## src/rtl/data_upload.sv

```systemverilog
// SPI upload transmitter: decodes the upload commands from the IO controller,
// prefetches bytes from a RAM read port and shifts them out MSB first on sdo.
module data_upload #(
  parameter logic [24:0] START_ADDR = 25'h0000000,
  parameter logic [7:0]  CMD_RX     = 8'h56,
  parameter logic [7:0]  CMD_RX_DAT = 8'h57
) (
  input  logic        clk,
  input  logic        reset,
  input  logic        sck,
  input  logic        ss,
  input  logic        sdi,
  output logic        sdo,
  output logic        uploading,
  output logic        underrun,
  output logic        rd,
  output logic [24:0] addr,
  input  logic [7:0]  din,
  input  logic        din_valid
);

  typedef enum logic [1:0] {
    S_IDLE,
    S_REQ,
    S_WAIT,
    S_FULL
  } fetch_state_e;

  fetch_state_e state, state_next;

  logic [2:0] sck_sync;
  logic [1:0] ss_sync;
  logic [1:0] sdi_sync;
  logic       sck_rise, sck_fall, ss_s, sdi_s;

  logic [3:0] cnt;
  logic [6:0] sbuf;
  logic [7:0] cmd;
  logic [7:0] tx;
  logic [7:0] pbuf;
  logic       sdo_r;

  logic rx_evt, cmd_start, cmd_end, byte_load, byte_shift;

  // Oversampled SPI inputs; ss powers up deselected so nothing decodes early.
  always_ff @(posedge clk or posedge reset) begin
    if (reset) begin
      sck_sync <= 3'b000;
      ss_sync  <= 2'b11;
      sdi_sync <= 2'b00;
    end else begin
      // NOTE: non-blocking assignments make each stage sample the previous
      // stage's old value, which is what turns these into a real shift chain.
      sck_sync <= {sck_sync[1:0], sck};
      ss_sync  <= {ss_sync[0], ss};
      sdi_sync <= {sdi_sync[0], sdi};
    end
  end

  assign sck_rise = sck_sync[1] & ~sck_sync[2];
  assign sck_fall = ~sck_sync[1] & sck_sync[2];
  assign ss_s     = ss_sync[1];
  assign sdi_s    = sdi_sync[1];

  assign rx_evt     = sck_rise & ~ss_s;
  assign cmd_start  = rx_evt && (cnt == 4'd15) && (cmd == CMD_RX) && sdi_s;
  assign cmd_end    = rx_evt && (cnt == 4'd15) && (cmd == CMD_RX) && !sdi_s;
  assign byte_load  = sck_fall && !ss_s && (cnt == 4'd8) && (cmd == CMD_RX_DAT) && uploading;
  assign byte_shift = sck_fall && !ss_s && (cnt >= 4'd9) && (cmd == CMD_RX_DAT) && uploading;

  always_ff @(posedge clk or posedge reset) begin
    if (reset) state <= S_IDLE;
    else       state <= state_next;
  end

  always_comb begin
    // NOTE: every path must assign state_next; the default-first hold keeps
    // this block purely combinational instead of inferring a latch.
    state_next = state;
    case (state)
      S_IDLE:  state_next = S_IDLE;
      S_REQ:   state_next = S_WAIT;
      S_WAIT:  if (din_valid) state_next = S_FULL;
      S_FULL:  if (byte_load) state_next = S_REQ;
      default: state_next = S_IDLE;
    endcase
    // Start/end commands win over whatever the fetch was doing.
    if (cmd_start)    state_next = S_REQ;
    else if (cmd_end) state_next = S_IDLE;
  end

  assign rd = (state == S_REQ);

  always_ff @(posedge clk or posedge reset) begin
    if (reset) pbuf <= 8'h00;
    else if (state == S_WAIT && state_next == S_FULL) pbuf <= din;
  end

  always_ff @(posedge clk or posedge reset) begin
    if (reset) begin
      cnt       <= 4'd0;
      sbuf      <= 7'd0;
      cmd       <= 8'h00;
      tx        <= 8'h00;
      sdo_r     <= 1'b0;
      uploading <= 1'b0;
      underrun  <= 1'b0;
      addr      <= START_ADDR;
    end else begin
      if (ss_s)          cnt <= 4'd0;
      else if (sck_rise) cnt <= (cnt == 4'd15) ? 4'd8 : cnt + 4'd1;

      if (rx_evt) begin
        sbuf <= {sbuf[5:0], sdi_s};
        if (cnt == 4'd7) cmd <= {sbuf, sdi_s};
      end

      if (cmd_start) begin
        addr      <= START_ADDR;
        uploading <= 1'b1;
        underrun  <= 1'b0;
      end else if (cmd_end) begin
        uploading <= 1'b0;
      end

      // An unready prefetch sends 0xFF and leaves the fetch pending for the next byte.
      if (ss_s) begin
        sdo_r <= 1'b0;
      end else if (byte_load) begin
        if (state == S_FULL) begin
          tx    <= pbuf;
          sdo_r <= pbuf[7];
          addr  <= addr + 25'd1;
        end else begin
          tx       <= 8'hFF;
          sdo_r    <= 1'b1;
          underrun <= 1'b1;
        end
      end else if (byte_shift) begin
        tx    <= {tx[6:0], 1'b0};
        sdo_r <= tx[6];
      end
    end
  end

  assign sdo = sdo_r & (cmd == CMD_RX_DAT);

endmodule

```

## config.mk

```make
export PLATFORM = sky130hd
export DESIGN_NAME = data_upload
export DESIGN_NICKNAME = d
export VERILOG_FILES = /design/src/rtl/data_upload.sv
export SDC_FILE = /design/constraint.sdc
export NUM_CORES = 1
export LEC_CHECK = 0
export BUFFER_PORTS_ARGS = -buffer_cell sky130_fd_sc_hd__buf_2
export CORE_MARGIN = 2
export CORE_UTILIZATION = 55
export DETAILED_ROUTE_END_ITERATION = 10
export GPL_TIMING_DRIVEN = 0
export PLACE_DENSITY = 0.77
export SYNTH_ARGS = -nofsm -noshare
export SYNTH_HDL_FRONTEND = slang
export SYNTH_SLANG_ARGS = --single-unit
```

## constraint.sdc

```tcl
create_clock -name clk -period 3.2 [get_ports clk]
set_input_delay 0.16 -clock clk [delete_from_list [all_inputs] [get_ports clk]]
set_output_delay 0.16 -clock clk [all_outputs]
set_load 0.01 [all_outputs]
```

==> results, run 1 <==
- The unique cell type count in the Yosys netlist is 45.
- Summed over its instances, the top area cell type makes up 53.0% of the synthesized netlist area.
- The count of flip-flops with a built-in enable after synthesis is 0.
- The category of the critical setup timing path is reg -> reg.
- The horizontal die dimension is just over 80 um.
- The met2 layer wire length in the routed design is roughly 3.3 mm.
- The worst max-slew margin expressed relative to the limit is a little under two fifths.
- STA classifies the critical path startpoint as a register.
- On the critical path, the stage with the largest delay is an instance of nor4_2.
- The beginning of the worst register-to-register path is cmd[7]$_DFFE_PP0P_.
- When the netlist entered floorplanning its net count stood at around 320.
- The initialized floorplan defines 28 standard-cell rows.
- The max-slew violation count was 0.
- After technology mapping, the gate count stands at 300.
- Clock-pin slew was measured on the worst setup and hold paths at ~0.08 ns.
- The post-layout minimum cycle time is 2.41 ns.
- For the final routed database, the setup TNS stands at 0 ns.
- The number of nets with antenna violations after detailed routing is 0.
- After detailed routing, the total wire length is approximately 6.7 mm.
- The number of remaining DRC errors is 0.
- The tightest min-delay check is of the in -> async type.
- The growth of design area from synthesis to finish is 16.4%.
- The number of hold-slack violations in the final timing report is 14.
- Per report_power, the combinational group accounts for around 5.8% of the total.
- The run finished, with violations left.
- Setup violations remaining at the end of the flow were counted as 0.
- Across the run, the number of max-cap violations was 0.
- Traced cell by cell, the critical path runs through nand4bb_1 > nor4_2 > nand2_1 > o21ai_0 > a21boi_0.
- In this run the power density over the cells is 475 mW/mm^2.
- The final clock period utilization by the worst path is between 70% and 80%.
- The root buffer cell chosen for the clock tree is clkbuf_8.
- The core footprint is approximately 0.0058 sq mm.
- The reg2reg setup slack is a little under 0.8 ns.
- In this run the worst setup path begins at cmd[7]$_DFFE_PP0P_.
- The largest stage delay on the critical path is 0.87 ns.
- The H-tree was split into 3 levels.
- For this run, the post-layout net count is 373.
- The number of vias per cell after detailed routing is roughly 5.7.
- The tightest hold path in the finished design has a slack of -0.00561 ns.
- The number of buffers inserted during clock tree synthesis is 9.
- Sequential elements use a little over half of the synthesized area.
- Of the cells placed in the final design, the portion with a size suffix greater than 1 is 24.4%.
- The number of buffers inserted by port buffering is 42.
- Entering global routing, the biggest net connects between 70 and 80 pins.
- The mapped cell area is approximately 0.0033 sq mm.
- The clock arrives with between 0.007 and 0.008 ns of skew.
- The first-pass GRT wire length is around 11 mm.
- The effective utilization at floorplan is a little under three fifths.
- The placed wire-length estimate is 4.67 mm.
- The fraction of power consumed by the clock network is between 30% and 40%.
- The number of antenna cells inserted is 0.
- After synthesis, the share of flip-flops with an asynchronous set or reset is 100%.
- Synthesis inferred 71 register bits.
- The type of destination of the critical path is a register.
- The insertion delay of the later-clocked pin in the worst-skew pair is approximately 0.35 ns.
- Ranked by total cell area, the synthesized netlist is headed by dfrtp_1, nand2_1, mux2_2.
- The top achievable clock speed is 415 MHz.
- After detailed routing, no signal wire sits above met4.
- The data arrival time at the worst-slack endpoint is 2.64 ns.
- The clock tree from TritonCTS is built.
- For the pin with the worst max-slew slack, the measured transition is 0.918 ns.
- The die covers approximately 0.0066 sq mm.
- Across the VDD grid, the largest voltage drop is between 0.3 and 0.4 mV.
- At the worst endpoint, the required time is 3.43 ns.
- The warning count from the yosys run is 0.
- Clock tree synthesis found a total of a little over 70 sinks.
- Measured along the y axis, the die boundary spans 81.0 um.
- The endpoint of the most critical setup path is addr[20]$_DFF_PP0_.
- The leakage component of the power is 1.72 nW.
- The checks that failed: hold timing.
- The share of total power dissipated in sequential elements is 54.7%.
- The via count of the routed design is ~2500.
- Setup repair after global routing left no endpoint under its margin.
- In the layout the commonest cells are dfrtp_1, nand2_1, buf_2.
- In this run the critical register-to-register path is captured at addr[20]$_DFF_PP0_.
- Pin placement for this block handled 43 I/O pins.
- The analysis attributes to net switching a power of between 0.0004 and 0.0005 W.
- The buffer count from post-CTS setup fixing is 0.
- The synthesized area divided by synthesized cell count is roughly 11 sq um.
- The routed metal-1 wire length is a little under 3 mm.
- The maximum clock insertion buffer count is 2.
- The via count of the first global-routing pass is ~2300.
- OpenSTA, run right after detailed placement, puts the worst setup slack at between 0.8 and 0.9 ns.
- The internal power component is 0.00138 W.
- Net switching is ~23% of the power.
- The placer congestion estimate is between 0.8 and 0.9.
- The final critical-path setup slack is between 0.7 and 0.8 ns.
- The maximum fanout encountered on the critical timing path is 8.
- For this run the aggregate overflow at the end of global routing stands at 0.
- The number of antenna violations at the first check in global routing came to 0.
- The total length of routed met3 wires is around 280 um.
- Among all flip-flop cells after synthesis, the most frequent one is dfrtp_1.
- The detailed router finished its first iteration with between 150 and 200 violations.
- The layout has between 400 and 500 filler cells.
- The cell type with the highest aggregate area in the netlist is dfrtp_1.
- In the final routed layout, each cell accounts on average for about 15 um.
- The global-route usage over all layers is 22.3%.
- The first detailed-routing pass ran for 4 iterations.
- Measured in cells, the most critical reg-to-reg path has a length of 5.
- The library cell used most frequently in the layout, excluding fill and tap cells, is dfrtp_1.
-- per-layer routing --
metal	vias up	track usage, %
met5	-	0
met2	53	35.6
met3	12	6.11
met1	1234	28.3
met4	0	10.5
li1	1202	-
-- cells by family after synthesis --
logic type      count (synthesis)  synth area share (%)
fa+ha+maj                       3                  1.15
buf+inv                        16                  2.07
mux                            29                  10.6
xor+xnor                        8                  2.15
simple gates                  135                  22.2
flops                          71                  54.6
compound gates                 38                  7.14
-- power by group through the flow --
stage / sequential, W / clock (W) / combinational [W]
finish: 0.000986 / 0.000712 / 0.000105
global route: 0.000993 / 0.000757 / 0.000119
CTS: 0.000986 / 0.000723 / 0.000108
detailed placement: 0.00100 / 0 / 0.000104
global placement: 0.00100 / 0 / 0.000100
floorplan: 0.000989 / 0 / 0.0000816
-- registers in the layout, summed over array words and instances (netlist names) --
signal	cells
cnt	4
sdi_sync	2
sbuf	7
addr	25
sdo_r	1
state	2
pbuf	8
cmd	8
ss_sync	2
tx	7
uploading	1
sck_sync	3
underrun	1
-- per-stage QoR --
| stage | power [W] | cells | hold WS [ns] | instance area [sq um] | util [%] |
|---|---|---|---|---|---|
| 6_report | 0.00180 | 436 | -0.00561 | 3790 | 65.2 |
| 5_1_grt | 0.00187 | 436 | 0.0229 | 3790 | 65.2 |
| 4_1_cts | 0.00182 | 436 | 0.0215 | 3790 | 65.2 |
| 3_5_place_dp | 0.00111 | 417 | 0.267 | 3560 | 61.3 |
| 3_3_place_gp | 0.00110 | 417 | 0.265 | 3560 | 61.3 |
| 2_1_floorplan | 0.00107 | 300 | 0.164 | 3260 | - |
-- final cells by class --
cell class / instances / area [sq um] / area share, %
plain buffers: 6 / 30.0 / 0.792
clock buffers: 10 / 138 / 3.63
clock inverters: 6 / 60.1 / 1.58
inverters: 10 / 40.0 / 1.06
multi-input cells: 213 / 1410 / 37.2
flip-flops and latches: 71 / 1780 / 46.9
well taps: 75 / 93.8 / 2.47
repair buffers: 45 / 240 / 6.33
-- worst max-delay path: cells and delay by family (launching register included) --
kind             cells  cell delay, ns
flip-flops           1            0.38
AND/OR/NAND/NOR      3            1.59
AO/OA/AOI/OAI        2            0.32
-- synth_stat cells (2+ instances only) --
cell type  count
and4_1         2
mux2i_1        8
clkbuf_1       5
nand2b_1       3
nand3b_1       3
nand4b_1       4
o211ai_1       5
mux2_4         8
nor2_1        18
nand4_1       14
nor3_1        12
o31ai_1        3
xor2_1         7
mux2_2        13
a21oi_1        2
dfstp_2        2
nor4_1         5
nand2_1       43
o21ai_0       17
nor2b_1        3
nand3_1       14
and3_1         2
inv_1         10
ha_1           3
o22ai_1        6
dfrtp_1       69
-- timing repair --
| action | in CTS | in global routing |
|---|---|---|
| hold buffers | 3 | 0 |
| hold endpoints to repair | 3 | 0 |
| gates resized for setup | 0 | 0 |
-- how the worst min path moves through the flow --
stage | from | end | slack (ns) | cells after the start
2_1_floorplan | ss | ss_sync[0]$_DFF_PP1_ | 0.16 | 0
3_3_place_gp | ss | ss_sync[0]$_DFF_PP1_ | 0.27 | 1
3_5_place_dp | ss | ss_sync[0]$_DFF_PP1_ | 0.27 | 1
4_1_cts | reset | pbuf[4]$_DFFE_PP0P_ | 0.02 | 2
5_1_grt | din[2] | pbuf[2]$_DFFE_PP0P_ | 0.02 | 2
6_report | reset | sbuf[6]$_DFFE_PP0P_ | -0.006 | 2
Power figures use the tool's default switching activity.
==> run 2: changes to the inputs <==
Settings changed: CORE_UTILIZATION 55 to 52, PLACE_DENSITY 0.77 to 0.76.
Clock period 3.2 ns to 2 ns, I/O delays scaled along.
==> run 2 against run 1 <==
  * The run ends with setup timing left
  * Clock power grew 59%
  * Die area is 5.5% higher
  * Maximum frequency up 18%
  * Sequential power rose by 60%
  * Critical endpoint is now pbuf[1]$_DFFE_PP0P_
==> results, run 2 (same netlist as run 1, synthesis figures left out) <==
- Outcome: finished with violations (unchanged).
- Violations in the final reports: setup timing (was hold timing).
- Biggest regs: addr: 25 flops, cmd: 8 flops, pbuf: 8 flops (unchanged).
- The power density over cell area is 704 mW/mm^2 (was 475 mW/mm^2).
- The global-route met3 utilization is 4.27% (was 6.11%).
- The insertion delay of the later-clocked pin in the worst-skew pair was 0.36 ns (was 0.35 ns).
- The horizontal die dimension is 83.2 um (was 81.0 um).
- The number of vias per cell after detailed routing is 5.69 (was 5.74).
- The most common cell after layout, fill and taps aside is dfrtp_1 (unchanged).
- The maximum fanout encountered on the critical timing path was 8 (unchanged).
- The final clock period utilization by the worst path was 102% (was 75.3%).
- The placed wire-length estimate is 4.64 mm (was 4.67 mm).
- The worst-path cell with the longest stage delay is or4_4 (was nor4_2).
- The global-route usage over all layers is 21.1% (was 22.3%).
- The number of cells on the critical path is 6 (was 5).
- The maximum clock insertion buffer count was 2 (unchanged).
- The relative contribution of combinational cells to total power is 6.5% (was 5.8%).
- The share of layout cells above drive strength 1 came to 30.5% (was 24.4%).
- The number of placement rows is 28 (unchanged).
- The data arrival time at the worst-slack endpoint was 2.29 ns (was 2.64 ns).
- The worst slack at placement was -0.289 ns (was 0.804 ns).
- The first-pass GRT wire length is 11.7 mm (was 11.0 mm).
- The pin count of the biggest net entering global routing was 72 (unchanged).
- CP Cell Sequence: ha_4 > nand4b_1 > or4_4 > and4b_1 > buf_6 > mux2_4 (was nand4bb_1 > nor4_2 > nand2_1 > o21ai_0 > a21boi_0).
- The kind of start point of the critical path is a register (unchanged).
- The first-pass iteration count of the detailed router is 4 (unchanged).
- The flip-flop count of the largest register, all copies and words added came to 25 (unchanged).
- The average routed wire per standard cell is 15.3 um (was 15.4 um).
- Commonest cells after routing, fill and taps aside: dfrtp_1, buf_2, nand2_1 (was dfrtp_1, nand2_1, buf_2).
- The clock tree from TritonCTS is built (unchanged).
- The final global-route overflow total came to 0 (unchanged).
- The clock root buffer is clkbuf_8 (unchanged).
- The category of cells accounting for the largest share of critical-path delay is simple AND/OR/NAND/NOR gates (unchanged).
- The via count of the routed design is 2606 (was 2501).
- The sink count of the clock tree is 71 (unchanged).
- The global routing usage on met2 was 33.4% (was 35.6%).
- The clock input transition at the sequential cells of the worst setup and hold paths is 0.07 ns (was 0.08 ns).
- The setup skew after layout was 0.0131 ns (was 0.00799 ns).
- The post-layout minimum cycle time is 2.05 ns (was 2.41 ns).
- The effective utilization at floorplan is 54.4% (was 56.0%).
- The max-slew violation count is 0 (unchanged).
- The maximum resistive drop on vdd was 0.599 mV (was 0.378 mV).
- The detailed router's first-iteration violation count came to 230 (was 199).
- The type of destination of the critical path was a register (unchanged).
- The core footprint is 0.00599 sq mm (was 0.00582 sq mm).
- The via count of the first global-routing pass came to 2516 (was 2311).
- The fraction of power consumed by sequential logic is 54.5% (was 54.7%).
- The number of buffers inserted by port buffering is 42 (unchanged).
- The deepest level of the CTS H-tree is 3 (unchanged).
- The count of cells along the worst hold path is 0.
- The worst-case reg-to-reg path depth is 6 (was 5).
- The wire length after detailed routing is 7.01 mm (was 6.70 mm).
- The final number of setup-violating endpoints was 8 (was 0).
- The endpoint of the worst-slack reg-to-reg timing path is pbuf[1]$_DFFE_PP0P_ (was addr[20]$_DFF_PP0_).
- The number of nets at the end of the flow is 396 (was 373).
- The final worst hold slack is 0.354 ns (was -0.00561 ns).
- The top achievable clock speed is 489 MHz (was 415 MHz).
- The growth of design area from synthesis to finish came to 26.2% (was 16.4%).
- The number of antenna cells inserted was 0 (unchanged).
- The fraction of the core area covered by cells at the end of the flow came to 68.6% (was 65.2%).
- The net switching power was 0.000659 W (was 0.000418 W).
- The number of hold-slack violations in the final timing report was 0 (was 14).
- RSZ-0062 raised after global routing: true (was false).
- The top register by number of flip-flops is addr (unchanged).
- The transition time at the pin with the least slew margin is 0.844 ns (was 0.918 ns).
- The path with the worst hold slack has its endpoint at sck_sync[1]$_DFF_PP0_.
- The category of the critical setup timing path is reg -> reg (unchanged).
- The leakage component of the power is 1.87 nW (was 1.72 nW).
- The number of nets with antenna violations after detailed routing is 0 (unchanged).
- The largest stage delay on the critical path is 0.59 ns (was 0.87 ns).
- The endpoint required time on the critical path is 2.24 ns (was 3.43 ns).
- The overall power consumption is 0.00289 W (was 0.00180 W).
- The final critical-path setup slack is -0.0452 ns (was 0.789 ns).
- The startpoint of the most critical hold path is sck_sync[0]$_DFF_PP0_.
- The placer congestion estimate is 0.795 (was 0.801).
- The most utilized layer in the global route result is met2 (unchanged).
- The kind of path behind the tightest hold check is reg -> reg (was in -> async).
- The switching part of the total is 22.8% (was 23.2%).
- The die footprint is 0.00691 sq mm (was 0.00656 sq mm).
- The number of I/O pins is 43 (unchanged).
- The fraction of power consumed by the clock network is 39.0% (was 39.5%).
- The beginning of the worst register-to-register path was cnt[0]$_DFFE_PP0P_ (was cmd[7]$_DFFE_PP0P_).
- The internal power component is 0.00223 W (was 0.00138 W).
- The number of remaining DRC errors came to 0 (unchanged).
- The number of buffers inserted during clock tree synthesis is 9 (unchanged).
- The number of max-capacitance violations reported is 0 (unchanged).
- The reg2reg setup slack is -0.05 ns (was 0.79 ns).
- The count of buffer and inverter cells on the critical path is 1 (was 0).
- The worst setup path startpoint is cnt[0]$_DFFE_PP0P_ (was cmd[7]$_DFFE_PP0P_).
- The number of antenna violations at the first check in global routing came to 0 (unchanged).
- The met1 global-route usage is 27.5% (was 28.3%).
- The number of cells in the design after placement is 417 (unchanged).
- The height of the die is 83.2 um (was 81.0 um).
- The worst max-slew margin expressed relative to the limit is 43.7% (was 38.2%).
- The non-filler instance count after layout is 458 (was 436).
run 2: cell type report:
cell class | instances | area (sq um)
Fill cell | 430 | 1880
Sequential cell | 71 | 1780
Multi-Input combinational cell | 213 | 1530
Timing Repair Buffer | 69 | 445
Clock buffer | 12 | 145
Tap cell | 75 | 93.8
Clock inverter | 3 | 43.8
Inverter | 10 | 40.0
Buffer | 5 | 36.3
run 2: routing by layer:
metal	vias up	wire (um)
met3	22	330
met2	66	3330
met1	1271	3090
met4	0	260
li1	1247	-
met5	-	0
run 2: through the flow:
stage | instance area (sq um) | TNS, ns
2_1_floorplan | 3280 | -0.253
3_3_place_gp | 3580 | -54.66
3_5_place_dp | 3580 | -7.42
4_1_cts | 4030 | -0.299
5_1_grt | 4110 | -1.56
6_report | 4110 | -0.311
run 2: how the worst max path moves through the flow:
stage / to
floorplan: pbuf[0]$_DFFE_PP0P_
global placement: addr[8]$_DFF_PP0_
detailed placement: addr[21]$_DFF_PP0_
CTS: pbuf[1]$_DFFE_PP0P_
global route: pbuf[1]$_DFFE_PP0P_
finish: pbuf[1]$_DFFE_PP0P_
run 2: timing repair:
action	in CTS	in global routing
hold buffers	13	0
hold endpoints to repair	81	0
pin swaps	3	2
endpoints found under the setup margin	42	39
gates resized for setup	11	15
setup buffers	11	3
run 2: power groups by stage:
stage	logic [W]	registers [W]	clock network [W]
final	0.000189	0.00158	0.00113
after global routing	0.000213	0.00159	0.00121
after CTS	0.000192	0.00158	0.00115
after detailed placement	0.000168	0.00160	0
after global placement	0.000162	0.00160	0
after floorplan	0.000131	0.00158	0
==> run 3: changes to the inputs <==
Settings changed: CORE_MARGIN 2 to 3.
==> run 3 against run 2 <==
  * The run still ends with setup timing left
  * Wire length is 5.1% higher
  * Clock-buffer cell count is 1 higher
  * Critical endpoint is now pbuf[2]$_DFFE_PP0P_
  * Clock skew is 0.0030 ns lower
  * Combinational power is 4% higher
  * Maximum frequency is 4.5% lower
  * Worst setup slack worse by 0.096 ns
  * Register-to-register slack worse by 0.096 ns
==> results, run 3 (same netlist as run 1, synthesis figures left out) <==
- Outcome: finished with violations (unchanged).
- Violations in the final reports: setup timing (unchanged).
- The number of antenna violations at the first check in global routing came to 0 (unchanged).
- The number of buffers inserted by port buffering is 42 (unchanged).
- The number of remaining DRC errors was 0 (unchanged).
- The met1 global-route usage is 28.2% (was 27.5%).
- The worst-path cell with the longest stage delay is or4_4 (unchanged).
- The most common cell after layout, fill and taps aside is dfrtp_1 (unchanged).
- The pin count of the biggest net entering global routing is 72 (unchanged).
- The fraction of the core area covered by cells at the end of the flow is 68.7% (was 68.6%).
- The number of buffers inserted during clock tree synthesis is 9 (unchanged).
- The data arrival time at the worst-slack endpoint came to 2.37 ns (was 2.29 ns).
- The number of I/O pins is 43 (unchanged).
- The post-layout minimum cycle time is 2.14 ns (was 2.05 ns).
- The via count of the first global-routing pass is 2605 (was 2516).
- The beginning of the worst register-to-register path is sck_sync[1]$_DFF_PP0_ (was cnt[0]$_DFFE_PP0P_).
- The category of cells accounting for the largest share of critical-path delay was simple AND/OR/NAND/NOR gates (unchanged).
- The worst setup path startpoint is sck_sync[1]$_DFF_PP0_ (was cnt[0]$_DFFE_PP0P_).
- The endpoint of the most critical setup path is pbuf[2]$_DFFE_PP0P_ (was pbuf[1]$_DFFE_PP0P_).
- The count of buffer and inverter cells on the critical path is 1 (unchanged).
- The number of vias per cell after detailed routing is 5.73 (was 5.69).
- The horizontal die dimension came to 85.2 um (was 83.2 um).
- The number of nets at the end of the flow came to 395 (was 396).
- The type of destination of the critical path was a register (unchanged).
- The number of hold-slack violations in the final timing report came to 0 (unchanged).
- The number of antenna cells inserted came to 0 (unchanged).
- The category of the critical setup timing path is reg -> reg (unchanged).
- The via count of the routed design was 2626 (was 2606).
- The clock input transition at the sequential cells of the worst setup and hold paths was 0.07 ns (about the same).
- The final critical-path setup slack is -0.141 ns (was -0.0452 ns).
- The wire length after detailed routing was 7.37 mm (was 7.01 mm).
- Biggest regs: addr: 25 flops, cmd: 8 flops, pbuf: 8 flops (unchanged).
- The number of nets with antenna violations after detailed routing came to 0 (unchanged).
- The max-slew violation count is 0 (unchanged).
- The growth of design area from synthesis to finish is 26.2% (about the same).
- The endpoint of the worst-slack reg-to-reg timing path is pbuf[2]$_DFFE_PP0P_ (was pbuf[1]$_DFFE_PP0P_).
- Commonest cells after routing, fill and taps aside: dfrtp_1, buf_2, nand2_1 (unchanged).
- The maximum fanout encountered on the critical timing path was 8 (unchanged).
- The worst-case reg-to-reg path depth is 5 (was 6).
- RSZ-0062 raised after global routing: true (unchanged).
- The worst max-slew margin expressed relative to the limit was 43.0% (was 43.7%).
- The setup total negative slack is -1.88 ns (was -0.311 ns).
- The average routed wire per standard cell is 16.1 um (was 15.3 um).
- The number of max-capacitance violations reported was 0 (unchanged).
- The clock tree from TritonCTS is built (unchanged).
- The deepest level of the CTS H-tree is 3 (unchanged).
- The power density over cell area is 702 mW/mm^2 (was 704 mW/mm^2).
- The global-route met3 utilization came to 5.63% (was 4.27%).
- The sink count of the clock tree is 71 (unchanged).
- The top register by number of flip-flops is addr (unchanged).
- CP Cell Sequence: or3b_4 > or4_4 > and4b_1 > buf_6 > mux2_4 (was ha_4 > nand4b_1 > or4_4 > and4b_1 > buf_6 > mux2_4).
- The number of cells on the critical path is 5 (was 6).
- The final worst hold slack came to 0.0260 ns (was 0.354 ns).
- The clock root buffer is clkbuf_8 (unchanged).
- The largest stage delay on the critical path is 0.57 ns (was 0.59 ns).
- The most utilized layer in the global route result is met2 (unchanged).
- The maximum resistive drop on vdd came to 0.612 mV (was 0.599 mV).
- The final number of setup-violating endpoints came to 21 (was 8).
- The number of placement rows was 28 (unchanged).
- The placer congestion estimate came to 0.817 (was 0.795).
- The detailed router's first-iteration violation count is 133 (was 230).
- The global-route usage over all layers is 21.3% (was 21.1%).
- The setup skew after layout came to 0.0101 ns (was 0.0131 ns).
- The final clock period utilization by the worst path came to 107% (was 102%).
- The global routing usage on met2 is 33.3% (was 33.4%).
- The maximum clock insertion buffer count is 2 (unchanged).
- The endpoint required time on the critical path is 2.23 ns (was 2.24 ns).
- The transition time at the pin with the least slew margin is 0.855 ns (was 0.844 ns).
- The kind of start point of the critical path was a register (unchanged).
- The first-pass GRT wire length came to 12.2 mm (was 11.7 mm).
- The insertion delay of the later-clocked pin in the worst-skew pair is 0.35 ns (was 0.36 ns).
- The top achievable clock speed came to 467 MHz (was 489 MHz).
- The placed wire-length estimate is 4.84 mm (was 4.64 mm).
- The final global-route overflow total is 0 (unchanged).
- The first-pass iteration count of the detailed router is 5 (was 4).
- The die footprint is 0.00725 sq mm (was 0.00691 sq mm).
- The core footprint is 0.00599 sq mm (unchanged).
- The leakage component of the power is 1.88 nW (was 1.87 nW).
- The kind of path behind the tightest hold check is in -> reg (was reg -> reg).
- The flip-flop count of the largest register, all copies and words added is 25 (unchanged).
- The height of the die came to 85.2 um (was 83.2 um).
- The reg2reg setup slack is -0.14 ns (was -0.05 ns).
- The effective utilization at floorplan came to 54.4% (unchanged).
- The share of layout cells above drive strength 1 came to 31.9% (was 30.5%).
==> run 3: how the worst min path moves through the flow <==
stage	startpoint	endpoint	slack, ns	cells past startpoint
floorplan	ss	ss_sync[0]$_DFF_PP1_	0.10	0
global placement	ss	ss_sync[0]$_DFF_PP1_	0.20	1
detailed placement	ss	ss_sync[0]$_DFF_PP1_	0.21	1
CTS	din_valid	state[0]$_DFF_PP0_	0.02	3
global route	din_valid	state[0]$_DFF_PP0_	0.03	3
finish	din_valid	state[0]$_DFF_PP0_	0.03	3
==> run 3: worst register-to-register path, cell delays in order (launching register included) <==
cell	delay [ns]
dfrtp_1	0.40
or3b_4	0.40
or4_4	0.57
and4b_1	0.22
buf_6	0.15
mux2_4	0.30
==> run 3: cell type report <==
type | count | area, sq um
fillers | 472 | 1880
clock buffers | 13 | 179
flip-flops and latches | 71 | 1780
plain buffers | 5 | 36.3
clock inverters | 3 | 15.0
multi-input cells | 213 | 1530
repair buffers | 68 | 439
inverters | 10 | 40.0
well taps | 75 | 93.8
==> run 3: timing repair <==
action                                 4_1_cts  5_1_grt
hold buffers                                12        0
setup endpoints to repair                   43       41
endpoints found under the hold margin       80        0
buffers inserted                            10        4
pin swaps                                    3        2
gates resized for setup                     11       17
==> run 3: metal layers <==
| layer | vias up | share of wire (%) |
|---|---|---|
| li1 | 1243 | - |
| met1 | 1302 | 43 |
| met2 | 65 | 49 |
| met3 | 16 | 5.3 |
| met4 | 0 | 2.2 |
| met5 | - | 0 |
==> run 3: through the flow <==
step	total power (W)	area [sq um]	setup slack [ns]	cells
detailed placement	0.00178	3580	-0.300	417
finish	0.00289	4110	-0.141	458
global route	0.00300	4110	-0.190	458
global placement	0.00176	3580	-0.705	417
CTS	0.00290	4020	-0.0534	454
floorplan	0.00171	3280	-0.0316	300
==> run 3: report_power, final <==
group / internal [W] / switching, W / total, W
Sequential: 0.00152 / 0.0000610 / 0.00158
Clock: 0.000580 / 0.000531 / 0.00111
Combinational: 0.000114 / 0.0000834 / 0.000197
